--- src/rtl/pin_mux_ctrl_if.sv ---
// pin_mux_ctrl_if: select, PIO, peripheral, pad and interrupt signals of pin_mux_ctrl.
// master = SoC/pad side that drives the requests, slave = the pin multiplexer.
interface pin_mux_ctrl_if #(
  parameter int PINS  = 32,
  parameter int FUNCS = 4,
  parameter int SEL_W = $clog2(FUNCS)
);
  logic [PINS*SEL_W-1:0]     iMSEL;
  logic [PINS-1:0]           iPIO_OUT;
  logic [PINS-1:0]           iPIO_DIR;
  logic [PINS*(FUNCS-1)-1:0] iALT_OUT;
  logic [PINS*(FUNCS-1)-1:0] iALT_OE;
  logic [PINS-1:0]           iPAD_IN;
  logic [PINS-1:0]           oPAD_OUT;
  logic [PINS-1:0]           oPAD_OE;
  logic [PINS-1:0]           oPIO_IN;
  logic [PINS-1:0]           oSWITCHING;
  logic [PINS-1:0]           iIRQ_RISE_EN;
  logic [PINS-1:0]           iIRQ_FALL_EN;
  logic [PINS-1:0]           iIRQ_CLR;
  logic [PINS-1:0]           oIRQ_PEND;
  logic                      oIRQ;

  modport master (
    output iMSEL, iPIO_OUT, iPIO_DIR, iALT_OUT, iALT_OE, iPAD_IN,
    output iIRQ_RISE_EN, iIRQ_FALL_EN, iIRQ_CLR,
    input  oPAD_OUT, oPAD_OE, oPIO_IN, oSWITCHING, oIRQ_PEND, oIRQ
  );

  modport slave (
    input  iMSEL, iPIO_OUT, iPIO_DIR, iALT_OUT, iALT_OE, iPAD_IN,
    input  iIRQ_RISE_EN, iIRQ_FALL_EN, iIRQ_CLR,
    output oPAD_OUT, oPAD_OE, oPIO_IN, oSWITCHING, oIRQ_PEND, oIRQ
  );
endinterface

--- src/rtl/pin_mux_ctrl.sv ---
// pin_mux_ctrl: per-pin function mux with a guaranteed hi-Z gap on every select change,
// a pad input synchroniser and optional edge interrupts built when PINMUX_IRQ_EN is defined.
module pin_mux_ctrl #(
  parameter int PINS  = 32,
  parameter int FUNCS = 4,
  parameter int SEL_W = $clog2(FUNCS),
  parameter int GAP   = 4
) (
  input  logic          iCLK,
  input  logic          iRESETn,
  pin_mux_ctrl_if.slave bus
);

  typedef enum logic {ST_ACTIVE = 1'b0, ST_GAP = 1'b1} state_t;

  localparam logic [3:0] GAP_CNT = 4'(GAP);

  // Returns {oe, out} for a select value; out-of-range selects float the pin.
  function automatic logic [1:0] driveOf(
    input logic [SEL_W-1:0] sel,
    input logic [FUNCS-1:0] oeVec,
    input logic [FUNCS-1:0] outVec
  );
    logic oeBit;
    logic outBit;
    oeBit  = 1'b0;
    outBit = 1'b0;
    for (int f = 0; f < FUNCS; f++) begin
      oeBit  = oeBit  | ((sel == SEL_W'(f)) & oeVec[f]);
      outBit = outBit | ((sel == SEL_W'(f)) & oeVec[f] & outVec[f]);
    end
    return {oeBit, outBit};
  endfunction

  for (genvar p = 0; p < PINS; p++) begin : gPin
    state_t           state_r;
    logic [3:0]       cnt_r;
    logic [SEL_W-1:0] act_r;
    logic             padOe_r;
    logic             padOut_r;
    logic             switching_r;
    logic [SEL_W-1:0] req_s;
    logic [FUNCS-1:0] fnOe_s;
    logic [FUNCS-1:0] fnOut_s;

    assign req_s = bus.iMSEL[p*SEL_W +: SEL_W];

    // Gather this pin's candidate drivers; index 0 is the PIO core.
    always_comb begin
      fnOe_s     = {FUNCS{1'b0}};
      fnOut_s    = {FUNCS{1'b0}};
      fnOe_s[0]  = bus.iPIO_DIR[p];
      fnOut_s[0] = bus.iPIO_OUT[p];
      for (int f = 1; f < FUNCS; f++) begin
        fnOe_s[f]  = bus.iALT_OE[(f-1)*PINS + p];
        fnOut_s[f] = bus.iALT_OUT[(f-1)*PINS + p];
      end
    end

    // Switch FSM; pad drive is registered from the next-state function selection.
    always_ff @(posedge iCLK or negedge iRESETn) begin
      if (!iRESETn) begin
        state_r     <= ST_ACTIVE;
        cnt_r       <= 4'd0;
        act_r       <= {SEL_W{1'b0}};
        padOe_r     <= 1'b0;
        padOut_r    <= 1'b0;
        switching_r <= 1'b0;
      end else begin
        case (state_r)
          ST_ACTIVE: begin
            if (req_s == act_r) begin
              {padOe_r, padOut_r} <= driveOf(act_r, fnOe_s, fnOut_s);
              switching_r         <= 1'b0;
            end else if (GAP == 0) begin
              act_r               <= req_s;
              {padOe_r, padOut_r} <= driveOf(req_s, fnOe_s, fnOut_s);
              switching_r         <= 1'b0;
            end else begin
              state_r     <= ST_GAP;
              cnt_r       <= GAP_CNT;
              padOe_r     <= 1'b0;
              padOut_r    <= 1'b0;
              switching_r <= 1'b1;
            end
          end
          ST_GAP: begin
            // The select seen on the final gap cycle wins; earlier changes are ignored.
            if (cnt_r <= 4'd1) begin
              state_r             <= ST_ACTIVE;
              cnt_r               <= 4'd0;
              act_r               <= req_s;
              {padOe_r, padOut_r} <= driveOf(req_s, fnOe_s, fnOut_s);
              switching_r         <= 1'b0;
            end else begin
              cnt_r       <= cnt_r - 4'd1;
              padOe_r     <= 1'b0;
              padOut_r    <= 1'b0;
              switching_r <= 1'b1;
            end
          end
          default: begin
            state_r     <= ST_ACTIVE;
            cnt_r       <= 4'd0;
            act_r       <= {SEL_W{1'b0}};
            padOe_r     <= 1'b0;
            padOut_r    <= 1'b0;
            switching_r <= 1'b0;
          end
        endcase
      end
    end

    assign bus.oPAD_OE[p]    = padOe_r;
    assign bus.oPAD_OUT[p]   = padOut_r;
    assign bus.oSWITCHING[p] = switching_r;
  end

  logic [PINS-1:0] sync1_r;
  logic [PINS-1:0] sync2_r;

  // Two-flop synchroniser for the asynchronous pad inputs.
  always_ff @(posedge iCLK or negedge iRESETn) begin
    if (!iRESETn) begin
      sync1_r <= {PINS{1'b0}};
      sync2_r <= {PINS{1'b0}};
    end else begin
      sync1_r <= bus.iPAD_IN;
      sync2_r <= sync1_r;
    end
  end

  assign bus.oPIO_IN = sync2_r;

`ifdef PINMUX_IRQ_EN
  logic [PINS-1:0] sync3_r;
  logic [PINS-1:0] pend_r;
  logic [PINS-1:0] hit_s;

  assign hit_s = (sync2_r & ~sync3_r & bus.iIRQ_RISE_EN) |
                 (~sync2_r & sync3_r & bus.iIRQ_FALL_EN);

  // Edge-detect tap and pending flags; a new edge beats a same-cycle clear.
  always_ff @(posedge iCLK or negedge iRESETn) begin
    if (!iRESETn) begin
      sync3_r <= {PINS{1'b0}};
      pend_r  <= {PINS{1'b0}};
    end else begin
      sync3_r <= sync2_r;
      pend_r  <= hit_s | (pend_r & ~bus.iIRQ_CLR);
    end
  end

  assign bus.oIRQ_PEND = pend_r;
  assign bus.oIRQ      = |pend_r;
`else
  logic unusedIrq_s;

  assign unusedIrq_s   = ^{bus.iIRQ_RISE_EN, bus.iIRQ_FALL_EN, bus.iIRQ_CLR};
  assign bus.oIRQ_PEND = {PINS{1'b0}};
  assign bus.oIRQ      = 1'b0;
`endif

endmodule
--- src/flat_wrapper.sv ---
// flat-port wrapper written by rule: the top's interface ports become plain ports
module pin_mux_ctrl_flat 
#(
  parameter int PINS  = 32,
  parameter int FUNCS = 4,
  parameter int SEL_W = $clog2(FUNCS),
  parameter int GAP   = 4
)
  (iCLK, iRESETn, bus_iMSEL, bus_iPIO_OUT, bus_iPIO_DIR, bus_iALT_OUT, bus_iALT_OE, bus_iPAD_IN, bus_iIRQ_RISE_EN, bus_iIRQ_FALL_EN, bus_iIRQ_CLR, bus_oPAD_OUT, bus_oPAD_OE, bus_oPIO_IN, bus_oSWITCHING, bus_oIRQ_PEND, bus_oIRQ);
  pin_mux_ctrl_if #(.PINS(PINS), .FUNCS(FUNCS), .SEL_W(SEL_W)) bus_i ();
  input  logic iCLK;
  input  logic iRESETn;
  input wire logic [$bits(bus_i.iMSEL)-1:0] bus_iMSEL;
  input wire logic [$bits(bus_i.iPIO_OUT)-1:0] bus_iPIO_OUT;
  input wire logic [$bits(bus_i.iPIO_DIR)-1:0] bus_iPIO_DIR;
  input wire logic [$bits(bus_i.iALT_OUT)-1:0] bus_iALT_OUT;
  input wire logic [$bits(bus_i.iALT_OE)-1:0] bus_iALT_OE;
  input wire logic [$bits(bus_i.iPAD_IN)-1:0] bus_iPAD_IN;
  input wire logic [$bits(bus_i.iIRQ_RISE_EN)-1:0] bus_iIRQ_RISE_EN;
  input wire logic [$bits(bus_i.iIRQ_FALL_EN)-1:0] bus_iIRQ_FALL_EN;
  input wire logic [$bits(bus_i.iIRQ_CLR)-1:0] bus_iIRQ_CLR;
  output wire logic [$bits(bus_i.oPAD_OUT)-1:0] bus_oPAD_OUT;
  output wire logic [$bits(bus_i.oPAD_OE)-1:0] bus_oPAD_OE;
  output wire logic [$bits(bus_i.oPIO_IN)-1:0] bus_oPIO_IN;
  output wire logic [$bits(bus_i.oSWITCHING)-1:0] bus_oSWITCHING;
  output wire logic [$bits(bus_i.oIRQ_PEND)-1:0] bus_oIRQ_PEND;
  output wire logic [$bits(bus_i.oIRQ)-1:0] bus_oIRQ;
  assign bus_i.iMSEL = bus_iMSEL;
  assign bus_i.iPIO_OUT = bus_iPIO_OUT;
  assign bus_i.iPIO_DIR = bus_iPIO_DIR;
  assign bus_i.iALT_OUT = bus_iALT_OUT;
  assign bus_i.iALT_OE = bus_iALT_OE;
  assign bus_i.iPAD_IN = bus_iPAD_IN;
  assign bus_i.iIRQ_RISE_EN = bus_iIRQ_RISE_EN;
  assign bus_i.iIRQ_FALL_EN = bus_iIRQ_FALL_EN;
  assign bus_i.iIRQ_CLR = bus_iIRQ_CLR;
  assign bus_oPAD_OUT = bus_i.oPAD_OUT;
  assign bus_oPAD_OE = bus_i.oPAD_OE;
  assign bus_oPIO_IN = bus_i.oPIO_IN;
  assign bus_oSWITCHING = bus_i.oSWITCHING;
  assign bus_oIRQ_PEND = bus_i.oIRQ_PEND;
  assign bus_oIRQ = bus_i.oIRQ;
  pin_mux_ctrl #(.PINS(PINS), .FUNCS(FUNCS), .SEL_W(SEL_W), .GAP(GAP)) u_core (.iCLK(iCLK), .iRESETn(iRESETn), .bus(bus_i));
endmodule
--- config.mk ---
export PLATFORM = sky130hd
export DESIGN_NAME = pin_mux_ctrl_flat
export DESIGN_NICKNAME = d
export VERILOG_FILES = /design/src/rtl/pin_mux_ctrl_if.sv /design/src/rtl/pin_mux_ctrl.sv /design/src/flat_wrapper.sv
export SDC_FILE = /design/constraint.sdc
export NUM_CORES = 1
export LEC_CHECK = 0
export BUFFER_PORTS_ARGS = -buffer_cell sky130_fd_sc_hd__clkbuf_2
export CORE_AREA = 2 2 235 237
export DETAILED_ROUTE_END_ITERATION = 7
export DIE_AREA = 0 0 237 239
export PLACE_DENSITY = 0.65
export SYNTH_ARGS = -nofsm -noshare
export SYNTH_HDL_FRONTEND = slang
export SYNTH_SLANG_ARGS = --single-unit
--- constraint.sdc ---
create_clock -name iCLK -period 1.5 [get_ports iCLK]
set_clock_uncertainty 0.15 [all_clocks]
set_input_delay 0.15 -clock iCLK [delete_from_list [all_inputs] [get_ports iCLK]]
set_output_delay 0.15 -clock iCLK [all_outputs]
set_load 0.03 [all_outputs]
==> metrics.md <==
| Metric | Value |
|---|---|
| Setup TNS | `-5830 ps` |
| Post-route setup slack | `-138 ps` |
| Final period utilization | `109%` |
| CP max stage delay | `roughly 420 ps` |
| Core area | `54,300 µm²` |
| Worst vdd ir | `between 1 and 1.5 mV` |
| LEAKAGE | `14.5 nW` |
| CP max FO | `4` |
| CTS tree | `built` |
| Post-synth EDFFs | `0` |
| Final hold vios | `0` |
| Status | `finished with violations` |
| Synth unique cells | `28` |
| Largest net degree at the start of global routing | `76` |
| WP data required | `approximately 1800 ps` |
| Drc violations | `0` |
| Critical path class | `register to register` |
| Clock transition at the registers of the reported paths | `roughly 60 ps` |
| Total power | `61.0 mW` |
| Critical Path Start Type | `register` |
| Top-count cell post-synth | `dfrtp_1` |
| Cell count after synthesis | `around 1,600` |
| Gr ovfl total | `0` |
| Slew Viols, Final | `0` |
| Layout cells sized above 1 | `50.6%` |
| Row cnt | `86` |
| GRT Total Usage | `20.0%` |
| Area taken by multi-input logic gates | `11,600 µm²` |
| Clk Latency, worst-skew pair | `560 ps` |
| Die width | `237 µm` |
| Placed cell areas | `24,200 µm²` |
| Area Growth Syn to Fin | `62.1%` |
| Final min period | `1640 ps` |
| Top Ports | `~610` |
| Storage cell area | `8880 µm²` |
| DR WL/cell | `about 18 µm` |
| Share of the synthesized area in the top cell type | `between 40% and 50%` |
| DR pass1 iterations | `8` |
| GPL Wtd Cong | `0.850` |
| WL final | `~60 mm` |
| Initial Util | `36.5%` |
| Post-DP HPWL | `37.2 mm` |
| Post-synthesis register bit count | `352` |
| CTS buffer count | `44` |
| Vias in the first global route | `between 15,000 and 20,000` |
| Root Driver | `clkbuf_16` |
| Via density | `5.15` |
| Yosys warns | `0` |
| Area contributors post-synth | `dfrtp_1 44%, mux4_2 12%, buf_4 4.9%, ha_1 4.0%, mux2_2 3.6%` |
| First-pass GRT wire length | `93.2 mm` |
| Routed vias | `17,963` |
| Total die area | `56,600 µm²` |
| H-tree depth | `2` |
| Worst Setup End Kind | `register` |
| RSZ-0062 raised after global routing | `true` |
| Failing checks | `setup timing` |
| Clock Tree Buf Depth | `3` |
| Number of antenna violations at the first check in global routing | `4` |
| Slowest cell on crit path | `dfrtp_1` |
| Dominant cell type by area after synthesis | `dfrtp_1` |
| Slew HR | `67.0%` |
| 1st-iter DRT viols | `about 730` |
| Min-delay worst type | `input port to register` |
| Antenna viol nets, final | `0` |
| WP data arrival | `about 1900 ps` |
| Mapped Avg Cell Area | `12.3 µm²` |
| Fill cell count | `3,946` |
| Clock Sinks | `between 300 and 400` |
| Setup WS pre-CTS | `-107 ps` |
| Top FF cell, synth | `dfrtp_1` |
| Power per cell area | `1900 nW/µm²` |
| Synth cell count leaders | `352 x dfrtp_1, 161 x nand2_1, 129 x buf_4` |
| Sequential share of the synthesized area | `44.4%` |
| Post-route cell area | `roughly 32,000 µm²` |
| MaxCap Viol Count | `0` |
| IO Port Bufs | `just under 500` |
| CP cell instances | `inv_2 -> ha_4 -> nor2_4 -> and3b_2 -> buf_4 -> a22o_1` |
| Share of async-settable or async-resettable flops after synthesis | `100%` |
| Die H | `239 µm` |
| Final nets | `3,264` |
| Least-Margin Pin Slew | `492 ps` |
| Final setup viols | `between 80 and 90` |
| Mapped Area | `19,800 µm²` |
| Fmax | `610 MHz` |
## routing by layer
| layer | track usage [%] | wire [µm] | vias up |
|---|---|---|---|
| li1 | - | - | 8168 |
| met1 | 21.7 | 22700 | 8960 |
| met2 | 37.0 | 32800 | 627 |
| met3 | 4.53 | 3440 | 208 |
| met4 | 9.36 | 2490 | 0 |
| met5 | 0 | 0 | - |
## final timing paths
kind / start / to / slack [ps] / cells past startpoint
worst max-delay path: u_core.gPin[29].cnt_r[0] / u_core.gPin[29].padOe_r / -140 / 6
worst min-delay path: bus_iPAD_IN[7] / u_core.sync1_r[7] / 90 / 2
worst max register to register: u_core.gPin[29].cnt_r[0] / u_core.gPin[29].padOe_r / -140 / 6
worst min register to register: u_core.sync1_r[8] / u_core.bus.oPIO_IN[8] / 200 / 0
max in group asynchronous: iRESETn / u_core.gPin[6].act_r[1] / 70 / 5
min in group asynchronous: iRESETn / u_core.gPin[16].cnt_r[1] / 420 / 3
## metrics by stage
stage | hold WS (ps) | cells | util (%)
floorplan | -296 | 1649 | -
global placement | -139 | 2892 | 44.5
detailed placement | -142 | 2892 | 44.5
CTS | 40.2 | 3418 | 56.4
global route | 62.9 | 3489 | 59.2
finish | 89.3 | 3491 | 59.2
## report_power, final
part           internal [mW]  total (mW)  switching, mW
Combinational           18.3        33.3           14.9
Clock                   7.04        11.4           4.33
Sequential              13.2        16.4           3.19
## timing repair
| item | CTS | global route |
|---|---|---|
| setup endpoints to repair | 160 | 343 |
| gates resized for setup | 171 | 207 |
| hold buffers | 354 | 0 |
| setup buffers | 93 | 72 |
| endpoints found under the hold margin | 585 | 0 |
| pin swaps | 6 | 76 |
## area by class of cell
cell class / count / share of cell area (%)
Clock inverter: 19 / 0.863
Antenna cell: 4 / 0.0311
Multi-Input combinational cell: 1096 / 36.1
Clock buffer: 60 / 3.99
Sequential cell: 352 / 27.6
Inverter: 71 / 0.828
Timing Repair Buffer: 1185 / 27.8
Tap cell: 704 / 2.74
## sequential cells by signal (all words and copies together) (netlist names)
signal                   count
u_core.gPin.act_r           64
u_core.bus.oPIO_IN          32
u_core.sync1_r              32
u_core.gPin.cnt_r          128
u_core.gPin.padOe_r         32
u_core.gPin.state_r         31
u_core.gPin.padOut_r        32
u_core.gPin.switching_r      1
## cells in the final DEF, fill, tap and decap left out, drive strengths merged, types with 14 or more instances in the layout
master       netlist  final
a22o              33     33
and3b             32     32
buf              130    353
clkbuf             0    538
conb               1     33
dfrtp            352    352
dlygate4sd3        0    354
ha                64     64
inv               71     74
mux2              64     64
mux2i             32     32
mux4             128    128
nand2            161    161
nand3             24     24
nand3b            64     64
nor2              96     96
nor3              64     64
o211a             24     24
o211ai            14     14
o22ai             64     64
o2bb2ai           25     25
o31ai             32     32
or3               32     32
xnor2             25     25
xor2              64     64
## kinds of logic (layout without fill, tap and decap cells)
logic type | after synthesis | after routing | share of synthesized area [%]
DFF | 352 | 352 | 44.4
buffers and inverters | 201 | 1335 | 6.32
other | 1 | 37 | 0.0189
adders and majority gates | 64 | 64 | 4.03
xor gates and xnor gates | 89 | 89 | 3.93
muxes | 224 | 224 | 20.3
and+or+nand+nor | 480 | 480 | 12.9
AOI/OAI and AO/OA | 206 | 206 | 8.10
## worst max-delay path, delay by kind of cell (launching register included)
| kind | cells | cell delay (ps) |
|---|---|---|
| flops | 1 | 420 |
| simple gates | 2 | 350 |
| compound gates | 1 | 220 |
| buf+inv | 2 | 210 |
| fa+ha+maj | 1 | 170 |
No activity file was read; power rests on OpenSTA's default activity.
